File: src/rtl/uart_rx_pkg.sv
// Shared types for the UART receiver: single-bit port type and the receive FSM states.
package DataTypes;

   typedef logic bit_t;

   typedef enum logic [2:0] {
      IDLE   = 3'd0,
      START  = 3'd1,
      DATA   = 3'd2,
      PARITY = 3'd3,
      STOP   = 3'd4,
      BREAK  = 3'd5
   } RX_STATE;

endpackage

File: src/rtl/uart_rx_sync.sv
// Two-flop synchronizer for the asynchronous serial line; both stages reset to the idle level.
module sync_2ff
   import DataTypes::*;
(
   input  bit_t clk,
   input  bit_t reset,
   input  bit_t d,
   output bit_t q
);

   bit_t meta;

   always_ff @(posedge clk or negedge reset) begin
      if (!reset) begin
         meta <= 1'b1;
         q    <= 1'b1;
      end else begin
         meta <= d;
         q    <= meta;
      end
   end

endmodule

File: src/rtl/uart_rx.sv
// UART receiver: 8 data bits LSB first, optional even parity, one stop bit, break detection.
// Handshake: rx_valid is a one-cycle pulse with rx_data/parity_err; there is no back-pressure.
module uart_rx
   import DataTypes::*;
#(
   parameter int CLKS_PER_BIT = 16
) (
   input  bit_t       clk,
   input  bit_t       reset,
   input  bit_t       rx,
   input  bit_t       parity_en,
   output logic [7:0] rx_data,
   output bit_t       rx_valid,
   output bit_t       parity_err,
   output bit_t       frame_err,
   output bit_t       busy,
   output logic [2:0] state_dbg
);

   localparam int CW = $clog2(CLKS_PER_BIT);
   localparam logic [CW-1:0] HALF = CW'(CLKS_PER_BIT / 2 - 1);
   localparam logic [CW-1:0] FULL = CW'(CLKS_PER_BIT - 1);

   bit_t          rxs;
   RX_STATE       state, state_n;
   logic [CW-1:0] cnt, cnt_n;
   logic [2:0]    idx, idx_n;
   logic [7:0]    shreg, shreg_n, rx_data_n;
   bit_t          par_lat, par_lat_n, perr, perr_n;
   bit_t          rx_valid_n, parity_err_n, frame_err_n, busy_n;

   sync_2ff u_sync (
      .clk   (clk),
      .reset (reset),
      .d     (rx),
      .q     (rxs)
   );

   always_ff @(posedge clk or negedge reset) begin
      if (!reset) begin
         state      <= IDLE;
         cnt        <= '0;
         idx        <= '0;
         shreg      <= '0;
         par_lat    <= 1'b0;
         perr       <= 1'b0;
         rx_data    <= 8'h00;
         rx_valid   <= 1'b0;
         parity_err <= 1'b0;
         frame_err  <= 1'b0;
         busy       <= 1'b0;
      end else begin
         state      <= state_n;
         cnt        <= cnt_n;
         idx        <= idx_n;
         shreg      <= shreg_n;
         par_lat    <= par_lat_n;
         perr       <= perr_n;
         rx_data    <= rx_data_n;
         rx_valid   <= rx_valid_n;
         parity_err <= parity_err_n;
         frame_err  <= frame_err_n;
         busy       <= busy_n;
      end
   end

   always_comb begin
      state_n      = state;
      cnt_n        = cnt;
      idx_n        = idx;
      shreg_n      = shreg;
      par_lat_n    = par_lat;
      perr_n       = perr;
      rx_data_n    = rx_data;
      rx_valid_n   = 1'b0;
      parity_err_n = 1'b0;
      frame_err_n  = 1'b0;
      case (state)
         IDLE: begin
            if (!rxs) begin
               state_n   = START;
               cnt_n     = '0;
               par_lat_n = parity_en;
               perr_n    = 1'b0;
            end
         end
         START: begin
            // Re-check the line mid start bit to reject glitches.
            if (cnt == HALF) begin
               cnt_n   = '0;
               idx_n   = '0;
               state_n = rxs ? IDLE : DATA;
            end else begin
               cnt_n = cnt + 1'b1;
            end
         end
         DATA: begin
            if (cnt == FULL) begin
               cnt_n   = '0;
               shreg_n = {rxs, shreg[7:1]};
               idx_n   = idx + 3'd1;
               if (idx == 3'd7) state_n = par_lat ? PARITY : STOP;
            end else begin
               cnt_n = cnt + 1'b1;
            end
         end
         PARITY: begin
            if (cnt == FULL) begin
               cnt_n   = '0;
               perr_n  = ^{shreg, rxs};
               state_n = STOP;
            end else begin
               cnt_n = cnt + 1'b1;
            end
         end
         STOP: begin
            if (cnt == FULL) begin
               cnt_n = '0;
               if (rxs) begin
                  rx_data_n    = shreg;
                  rx_valid_n   = 1'b1;
                  parity_err_n = par_lat & perr;
                  state_n      = IDLE;
               end else begin
                  frame_err_n = 1'b1;
                  state_n     = BREAK;
               end
            end else begin
               cnt_n = cnt + 1'b1;
            end
         end
         BREAK: begin
            if (rxs) state_n = IDLE;
         end
         default: state_n = IDLE;
      endcase
      busy_n = (state_n != IDLE);
   end

   assign state_dbg = state;

endmodule

File: config.mk
export PLATFORM = sky130hd
export DESIGN_NAME = uart_rx
export DESIGN_NICKNAME = d
export VERILOG_FILES = /design/src/rtl/uart_rx_pkg.sv /design/src/rtl/uart_rx_sync.sv /design/src/rtl/uart_rx.sv
export SDC_FILE = /design/constraint.sdc
export NUM_CORES = 1
export LEC_CHECK = 0
export BUFFER_PORTS_ARGS = -buffer_cell sky130_fd_sc_hd__buf_2
export CAP_MARGIN = 20
export CORE_ASPECT_RATIO = 0.5
export CORE_MARGIN = 1
export CORE_UTILIZATION = 45
export DETAILED_ROUTE_END_ITERATION = 16
export MAX_ROUTING_LAYER = met4
export SYNTH_ARGS = -nofsm -noshare
export SYNTH_HDL_FRONTEND = slang
export SYNTH_HIERARCHICAL = 1
export SYNTH_SLANG_ARGS = --single-unit
export TNS_END_PERCENT = 1
File: constraint.sdc
create_clock -name clk -period 2 [get_ports clk]
set_input_delay 0.5 -clock clk [delete_from_list [all_inputs] [get_ports clk]]
set_output_delay 0.5 -clock clk [all_outputs]
set_load 0.02 [all_outputs]
==> After elaboration in Yosys (flattened, before gate mapping) <==
Index checks and enable logic that the tools add are counted.
{ "op_classes": {"add_sub_neg": 2, "n_eq_ne": 12, "mux": 30, "bitwise_logic": 2, "reduce_logical": 13} }
{ "op_table": {"columns": ["cell", "count"], "rows": [
  ["3-bit 2-to-1 mux", 11],
  ["3-bit one-hot mux with 6 select lines", 1],
  ["4-bit 2-to-1 mux", 3],
  ["4-bit one-hot mux with 3 select lines", 1],
  ["1-bit 2-to-1 mux", 11],
  ["3-bit equality test, second input constant", 3],
  ["3-bit AND reduction", 3],
  ["9-bit parity", 1],
  ["2-bit inequality test, second input constant", 4],
  ["3-bit by 2-bit equality test with 1-bit output, second input constant", 2],
  ["3-bit one-hot mux with 2 select lines", 1],
  ["2-bit AND reduction", 3],
  ["3-bit nonzero test", 2],
  ["4-bit by 1-bit adder with 4-bit output, second input constant", 1],
  ["4-bit by 3-bit equality test with 1-bit output, second input constant", 1],
  ["4-bit equality test, second input constant", 1],
  ["2-bit nonzero test", 2],
  ["3-bit by 1-bit adder with 3-bit output, second input constant", 1],
  ["3-bit by 1-bit equality test with 1-bit output, second input constant", 1],
  ["3-bit zero test", 1],
  ["3-bit OR reduction", 1],
  ["2-bit 2-to-1 mux", 1],
  ["1-bit one-hot mux with 2 select lines", 1],
  ["1-bit bitwise AND", 1],
  ["1-bit NOT", 1]
]} }
{ "word_totals": {"regBits": 34} }

==> Longest topological paths before layout <==
Gate-level depths: netlist (run 1).
{ "logic_depth": {"ltp_word": 5, "depth_mapped": 6} }

==> Hierarchy <==
The synthesis (run 1) kept the hierarchy.
{ "modules_own_cells": {"columns": ["mod", "n_inst", "cells_each", "area_per_inst_um2", "seq_area_each_um2"], "rows": [
  ["uart_rx", 1, 124, 1557.7, 800.8],
  ["sync_2ff", 1, 2, 52.6, 52.6]
]} }

==> Least setup slack after synthesis (run 1) <==
Ideal clock, no wire load.
{ "synth_timing": {"path_kind": "register to register", "from": "register cnt[0]", "to": "register rx_data[0]", "t_arrival_ps": 1402, "path_slack_ps": 471, "stages_incl_launch_ff": 7, "path_buffers": 1, "period_less_slack_ps": 1529, "path_cell_list": "dfrtp_1 > ha_1 > nand3_2 > nor2_2 > and3_1 > buf_4 > mux2_1"} }
{ "synth_via": {"elab_chain_len": 2} }
{ "synth_lines": {"columns": ["item", "line_no", "source"], "rows": [
  ["start: declaration", "uart_rx.sv:26", "logic [CW-1:0] cnt, cnt_n;"],
  ["start signal: assignment", "uart_rx.sv:54", "cnt <= cnt_n;"],
  ["4-bit equality test", "uart_rx.sv:117", "if (cnt == FULL) begin"],
  ["3-bit AND reduction (no source line)", null, null],
  ["end signal: assignment", "uart_rx.sv:59", "rx_data <= rx_data_n;"],
  ["end: declaration", "uart_rx.sv:12", "output logic [7:0] rx_data,"]
]} }
No other way between the ends.
A chain may end at the register's enable or synchronous reset.

==> Final worst setup path (run 1) <==
{ "layout_timing": {"from": "register state[0], in the netlist state_dbg[0]", "to": "output state_dbg[0]"} }
{ "layout_lines": {"columns": ["item", "line_no", "source"], "rows": [
  ["start: declaration", "uart_rx.sv:25", "RX_STATE state, state_n;"],
  ["start signal: assignment", "uart_rx.sv:53", "state <= state_n;"],
  ["end: declaration", "uart_rx.sv:17", "output logic [2:0] state_dbg"]
]} }
No word-level cell between the ends.

==> results of run 1 <==
cells in the mapped netlist, types with 3 or more instances:
| cell type | number | area, um^2 |
|---|---|---|
| xnor2_1 | 6 | 52.6 |
| mux2_2 | 4 | 45.0 |
| o21ai_1 | 4 | 20.0 |
| inv_1 | 3 | 11.3 |
| a22o_1 | 3 | 26.3 |
| a21oi_1 | 3 | 15.0 |
| dfrtp_1 | 32 | 801 |
| o21ai_0 | 3 | 15.0 |
| and3_1 | 4 | 25.0 |
| mux2_1 | 15 | 169 |
| nor2_1 | 4 | 15.0 |
| ha_1 | 3 | 37.5 |
registers in the layout, summed over array words and instances, names as in the netlist:
signal / flops
rx_valid: 1
shreg: 8
parity_err: 1
idx: 3
u_sync/q: 1
u_sync/meta: 1
perr: 1
rx_data: 8
par_lat: 1
cnt: 4
state_dbg: 3
busy: 1
frame_err: 1
report_power, final:
part / internal [W] / switching [W]
Sequential: 0.000825 / 0.000161
Combinational: 0.000365 / 0.000332
Clock: 0.000398 / 0.000234
how the worst min path moves through the flow:
| stage | startpoint | endpoint | cells after the start |
|---|---|---|---|
| after detailed placement | u_sync/meta | u_sync/q | 0 |
| after CTS | reset | rx_data[2] | 1 |
| after floorplan | reset | busy | 0 |
| final | reset | shreg[5] | 1 |
| after global placement | u_sync/meta | u_sync/q | 0 |
| after global routing | rx | u_sync/meta | 1 |
layer usage:
metal,share of wire (%),global-route usage (%)
met1,55,23.2
met2,40,23.3
met3,3.9,5.60
met4,1.3,8.00
met5,0,-
stage by stage:
step | instances | worst slack (ns) | area [um^2] | util, % | hold WS (ns)
after floorplan | 126 | 0.471 | 1610 | - | 0.204
after global placement | 190 | 0.370 | 1740 | 54.4 | 0.346
after detailed placement | 190 | 0.317 | 1740 | 54.4 | 0.348
after CTS | 197 | 0.293 | 1860 | 57.9 | 0.298
after global routing | 197 | 0.145 | 1860 | 57.9 | 0.304
final | 197 | 0.300 | 1860 | 57.9 | 0.275
cell families after synthesis:
logic type / Yosys count / share of synthesized area [%]
flip-flops: 34 / 53.0
AND/OR/NAND/NOR: 28 / 11.3
AO/OA/AOI/OAI: 24 / 10.7
multiplexers: 19 / 13.3
XOR/XNOR: 9 / 5.75
buffers and inverters: 9 / 3.65
adder cells (fa/ha/maj): 3 / 2.33
cell usage in the layout (no fill, tap or decap), types with 2 or more instances in the layout:
cell / n
clkbuf_8: 6
o21ai_0: 3
mux2_1: 15
dfrtp_1: 32
o211ai_1: 2
nor2_1: 4
and2_1: 2
xnor2_1: 6
ha_1: 3
and3b_1: 2
a31oi_1: 2
inv_1: 3
and3_1: 4
nor2b_1: 2
buf_2: 18
xor2_1: 2
mux2_2: 4
dfstp_2: 2
a21oi_1: 3
o21ai_1: 4
a22o_1: 3
buf_4: 4
nand3_1: 2
final cells by class:
| class | instances | area, um^2 |
|---|---|---|
| flip-flops and latches | 34 | 853 |
| well taps | 48 | 60.1 |
| repair buffers | 22 | 120 |
| clock inverters | 1 | 30.0 |
| fillers | 286 | 1350 |
| clock buffers | 6 | 82.6 |
| multi-input cells | 83 | 698 |
| inverters | 3 | 11.3 |
==> run summary, run 1 <==
status - finished, final reports clean
first-pass GRT wire length - 4550 um
r2r startpoint - cnt[0]
R2R depth - 6
FFs w/ async S/R, synth - 100%
P&R area growth vs syn - 15.2%
WP buf/inv - 2
max-slew violation count - 0
Post-Syn Area per Cell - 12.8 um^2
Initial Util - 50.2%
vias in the first global route - 944
antenna-violating nets left - 0
Final period util - 85.0%
Setup crit end kind - output pin
final wirelength - 2680 um
final setup fails - 0
clk slew on worst S/H paths - 0.07 ns
required time worst endpoint - 1.50 ns
RSZ-0062 raised after global routing - no
r2r endpoint - rx_data[7]
Cell Area, Synth - 0.00161 mm^2
TritonCTS clock tree - yes
FF+latch count, synth - 34
All-Layer GR Usage - 17.2%
pwr/cell area - 1250 mW/mm^2
Die Footprint - 0.00384 mm^2
Leak - 0.949 nW
H-tree lvl count - 2
crit path time final - 1.70 ns
Post-CTS Resized - 0
Residual DRC - 0
Pre-Repair DR Iteration Count - 4
Ports - 19
post-CTS setup buffer count - 0
max incr delay on CP - 0.53 ns
Die Ht - 44.3 um
crit path from - state_dbg[0]
routed vias - 1031
Max Clk Rate - 588 MHz
Rows - 14
Ant. Diodes - 0
core box area - 0.00321 mm^2
CTS buffer count - 5
RePlAce Congestion - 0.761
clock sink total - 34
post-synthesis sequential area ratio - 53.0%
Main synth FF type - dfrtp_1
Worst-Margin Slew - 0.726 ns
FF-to-FF setup slack - 0.31 ns
Layout Skew - 0.00502 ns
Vias/cell - 5.23
post-synthesis cell count - 126
Crit-path slowest cell - dfrtp_1
die width - 86.6 um
critical path's top delay family - flip-flops
Post-synth EDFFs - 0
critical path depth - 2
Hold WC Path Type - in2async
post-DP HPWL - 1800 um
arrival time worst endpoint - 1.20 ns
Final Hold Fails - 0
layout cells sized above 1 - 27.5%
number of port buffers - 18
critical path class - reg2out
Worst VDD drop - 593 uV
WL/cell - 13.6 um
setup_tns - 0 ns
YS warnings - 6
largest net degree at the start of global routing - 35
initial DRC count - 19
initial antenna violation count - 0
total power - 0.00231 W
Max transition margin - 51.6%
Clock Root Buffer - clkbuf_8
critical path cell sequence - buf_4 -> buf_2
crit path to - state_dbg[0]
total grt overflow - 0
critical path launch point type - register
hold buffer count at CTS - 0
post-synth cell types - 43
Clock Path Buffers - 2
Max Cap Viol - 0
synthesized net count - 133
Final nets - 156
Crit Path Max Fanout - 10
clk_lat worst skew - 0.28 ns
Note: power is estimated with default switching activity, not from simulation.
==> inputs of run 2 (changes only) <==
Settings changed: PLACE_DENSITY set to 0.67.
Clock period 2 ns to 1.45 ns, I/O delays scaled along.
==> run 2 against run 1 <==
Net effect: the run now ends with negative setup slack left; via count is 13% higher; routed wire length up 23%; final area up 18%; critical endpoint is now busy; largest cell class unchanged.
==> run summary, run 2 (synthesized netlist as in run 1, its figures left out) <==
clk_lat worst skew - 0.29 ns (about the same)
Max Clk Rate - 640 MHz
Final nets - 178 (+14%)
hold buffer count at CTS - 0 (unchanged)
commonest non-fill, non-tap cell in the layout - dfrtp_1
antenna-violating nets left - 0 (unchanged)
pre-CTS setup slack - -0.172 ns (-0.489 ns)
Ant. Diodes - 0 (unchanged)
required time worst endpoint - 1.61 ns (+0.11 ns)
Pre-Repair DR Iteration Count - 4 (unchanged)
Top Registers - rx_data (8), shreg (8), cnt (4)
Clock Path Buffers - 2 (unchanged)
critical path cell sequence - ha_4 -> buf_6 -> and3_4 -> a211o_1 -> o211ai_1 -> o211ai_1
largest net degree at the start of global routing - 35 (unchanged)
Final WS setup - -0.113 ns (-0.413 ns)
layout cells sized above 1 - 51.2% (+24 points)
H-tree lvl count - 2 (unchanged)
Crit-path slowest cell - dfrtp_1
Ports - 19 (unchanged)
TritonCTS clock tree - yes
pwr/cell area - 1780 mW/mm^2 (+43%)
RePlAce Congestion - 0.895 (+18%)
Layout Skew - 0.00446 ns (-0.000568 ns)
Final period util - 108%
Max Cap Viol - 0 (unchanged)
die width - 86.6 um (unchanged)
most frequent cells in the layout - 30 x dfrtp_1, 24 x buf_4, 18 x buf_2
most used cell, CP - o211ai_1
failing checks - negative setup slack
post-DP HPWL - 2080 um (+16%)
clock sink total - 34 (unchanged)
critical path depth - 6 (+4)
Leak - 1.07 nW (+13%)
Setup crit end kind - register
Final Hold Fails - 0 (unchanged)
arrival time worst endpoint - 1.72 ns (+0.52 ns)
RSZ-0062 raised after global routing - yes
crit path time final - 1.56 ns
initial antenna violation count - 0 (unchanged)
max incr delay on CP - 0.42 ns (-0.11 ns)
setup_tns - -1.33 ns (-1.33 ns)
total power - 0.00390 W (+68%)
Rows - 14 (unchanged)
core box area - 0.00321 mm^2 (unchanged)
max-slew violation count - 0 (unchanged)
gr busiest metal - met2
Max transition margin - 71.3% (+20 points)
initial DRC count - 65 (+46)
P&R area growth vs syn - 36.1%
Die Ht - 44.3 um (unchanged)
FF-to-FF setup slack - -0.11 ns (-0.42 ns)
All-Layer GR Usage - 19.5% (+2.3 points)
grt met2 use - 30.6% (+7.3 points)
final setup fails - 20 (+20)
cell count after placement - 209 (+10%)
WL/cell - 15.0 um (+11%)
total grt overflow - 0 (unchanged)
first-pass GRT wire length - 5160 um (+13%)
status - complete, but fails checks
Initial Util - 50.2% (unchanged)
Crit Path Max Fanout - 3 (-7)
final wirelength - 3300 um (+23%)
number of port buffers - 18 (unchanged)
Vias/cell - 5.29 (+1.1%)
Layout Cells excl Fill - 220 (+12%)
CTS buffer count - 5 (unchanged)
vias in the first global route - 1081 (+15%)
Clock Root Buffer - clkbuf_8
R2R depth - 6 (unchanged)
met3 layer usage reported by global route - 5.60% (unchanged)
grt met1 use - 24.3% (+1.1 points)
Layout Utilization - 68.4% (+10 points)
critical path's top delay family - compound AO/OA/AOI/OAI gates
critical path launch point type - register
critical path class - reg2reg
Die Footprint - 0.00384 mm^2 (unchanged)
routed vias - 1164 (+13%)
Hold WC Path Type - in2async
Worst VDD drop - 923 uV (+56%)
Worst-Margin Slew - 0.431 ns (-0.295 ns)
WP buf/inv - 1 (-1)
clk slew on worst S/H paths - 0.08 ns (about the same)
Residual DRC - 0 (unchanged)
==> run 2: changes by cell type in the layout (fill, tap and decap cells not counted), moves of 2 or more <==
cell and delta:
buf_4 +20, mux2_1 -7, mux2_4 +7, and3_4 +3, ha_1 -3, ha_4 +3
o21ai_2 +3, and3_1 -2, dfrtp_1 -2, dfrtp_2 +2, o21ai_1 -2
==> run 2: stage by stage <==
stage | hold WS, ns | area [um^2]
after global placement | 0.346 | 1900
after detailed placement | 0.351 | 1900
after global routing | 0.134 | 2190
final | 0.0937 | 2190
after CTS | 0.108 | 2090
after floorplan | 0.0669 | 1620
==> run 2: per-layer routing <==
metal	share of wire, %	wire length, um	vias to the layer above
li1	-	-	549
met3	2.8	94	6
met5	0	0	-
met4	0.76	25	0
met2	48	1580	16
met1	49	1600	593
==> run 2: worst reg2reg max path, cell delays in order (launching register included) <==
cell	delay (ns)
dfrtp_1	0.42
ha_4	0.20
buf_6	0.11
and3_4	0.18
a211o_1	0.29
o211ai_1	0.11
o211ai_1	0.12
==> run 2: final cells by class <==
cell class	instances	area (um^2)
timing repair buffer	43	282
sequential	34	856
inverter	3	11.3
multi-input combinational	84	846
fill	226	1010
clock buffer	5	68.8
clock inverter	3	68.8
tap	48	60.1
==> run 2: path summary, 6_finish.rpt <==
path | start | end
setup reg to reg | cnt[1] | busy
hold / removal | reset | cnt[1]
min in group clk | rx | u_sync/meta
max in group asynchronous | reset | state_dbg[0]
hold reg to reg | u_sync/meta | u_sync/q
setup / recovery | cnt[1] | busy
==> run 2: timing repair <==
action | 4_1_cts | 5_1_grt
gates resized for setup | 12 | 19
pin swaps | 8 | 5
setup endpoints to repair | 24 | 28
setup buffers | 2 | 1
cloned | 1 | 0
endpoints found under the hold margin | 0 | 0
==> run 2: power by group <==
group	switching [W]	total, W	internal [W]
clock	0.000365	0.00105	0.000689
combinational	0.000675	0.00148	0.000801
sequential	0.000227	0.00137	0.00114
total	0.00127	0.00390	0.00263
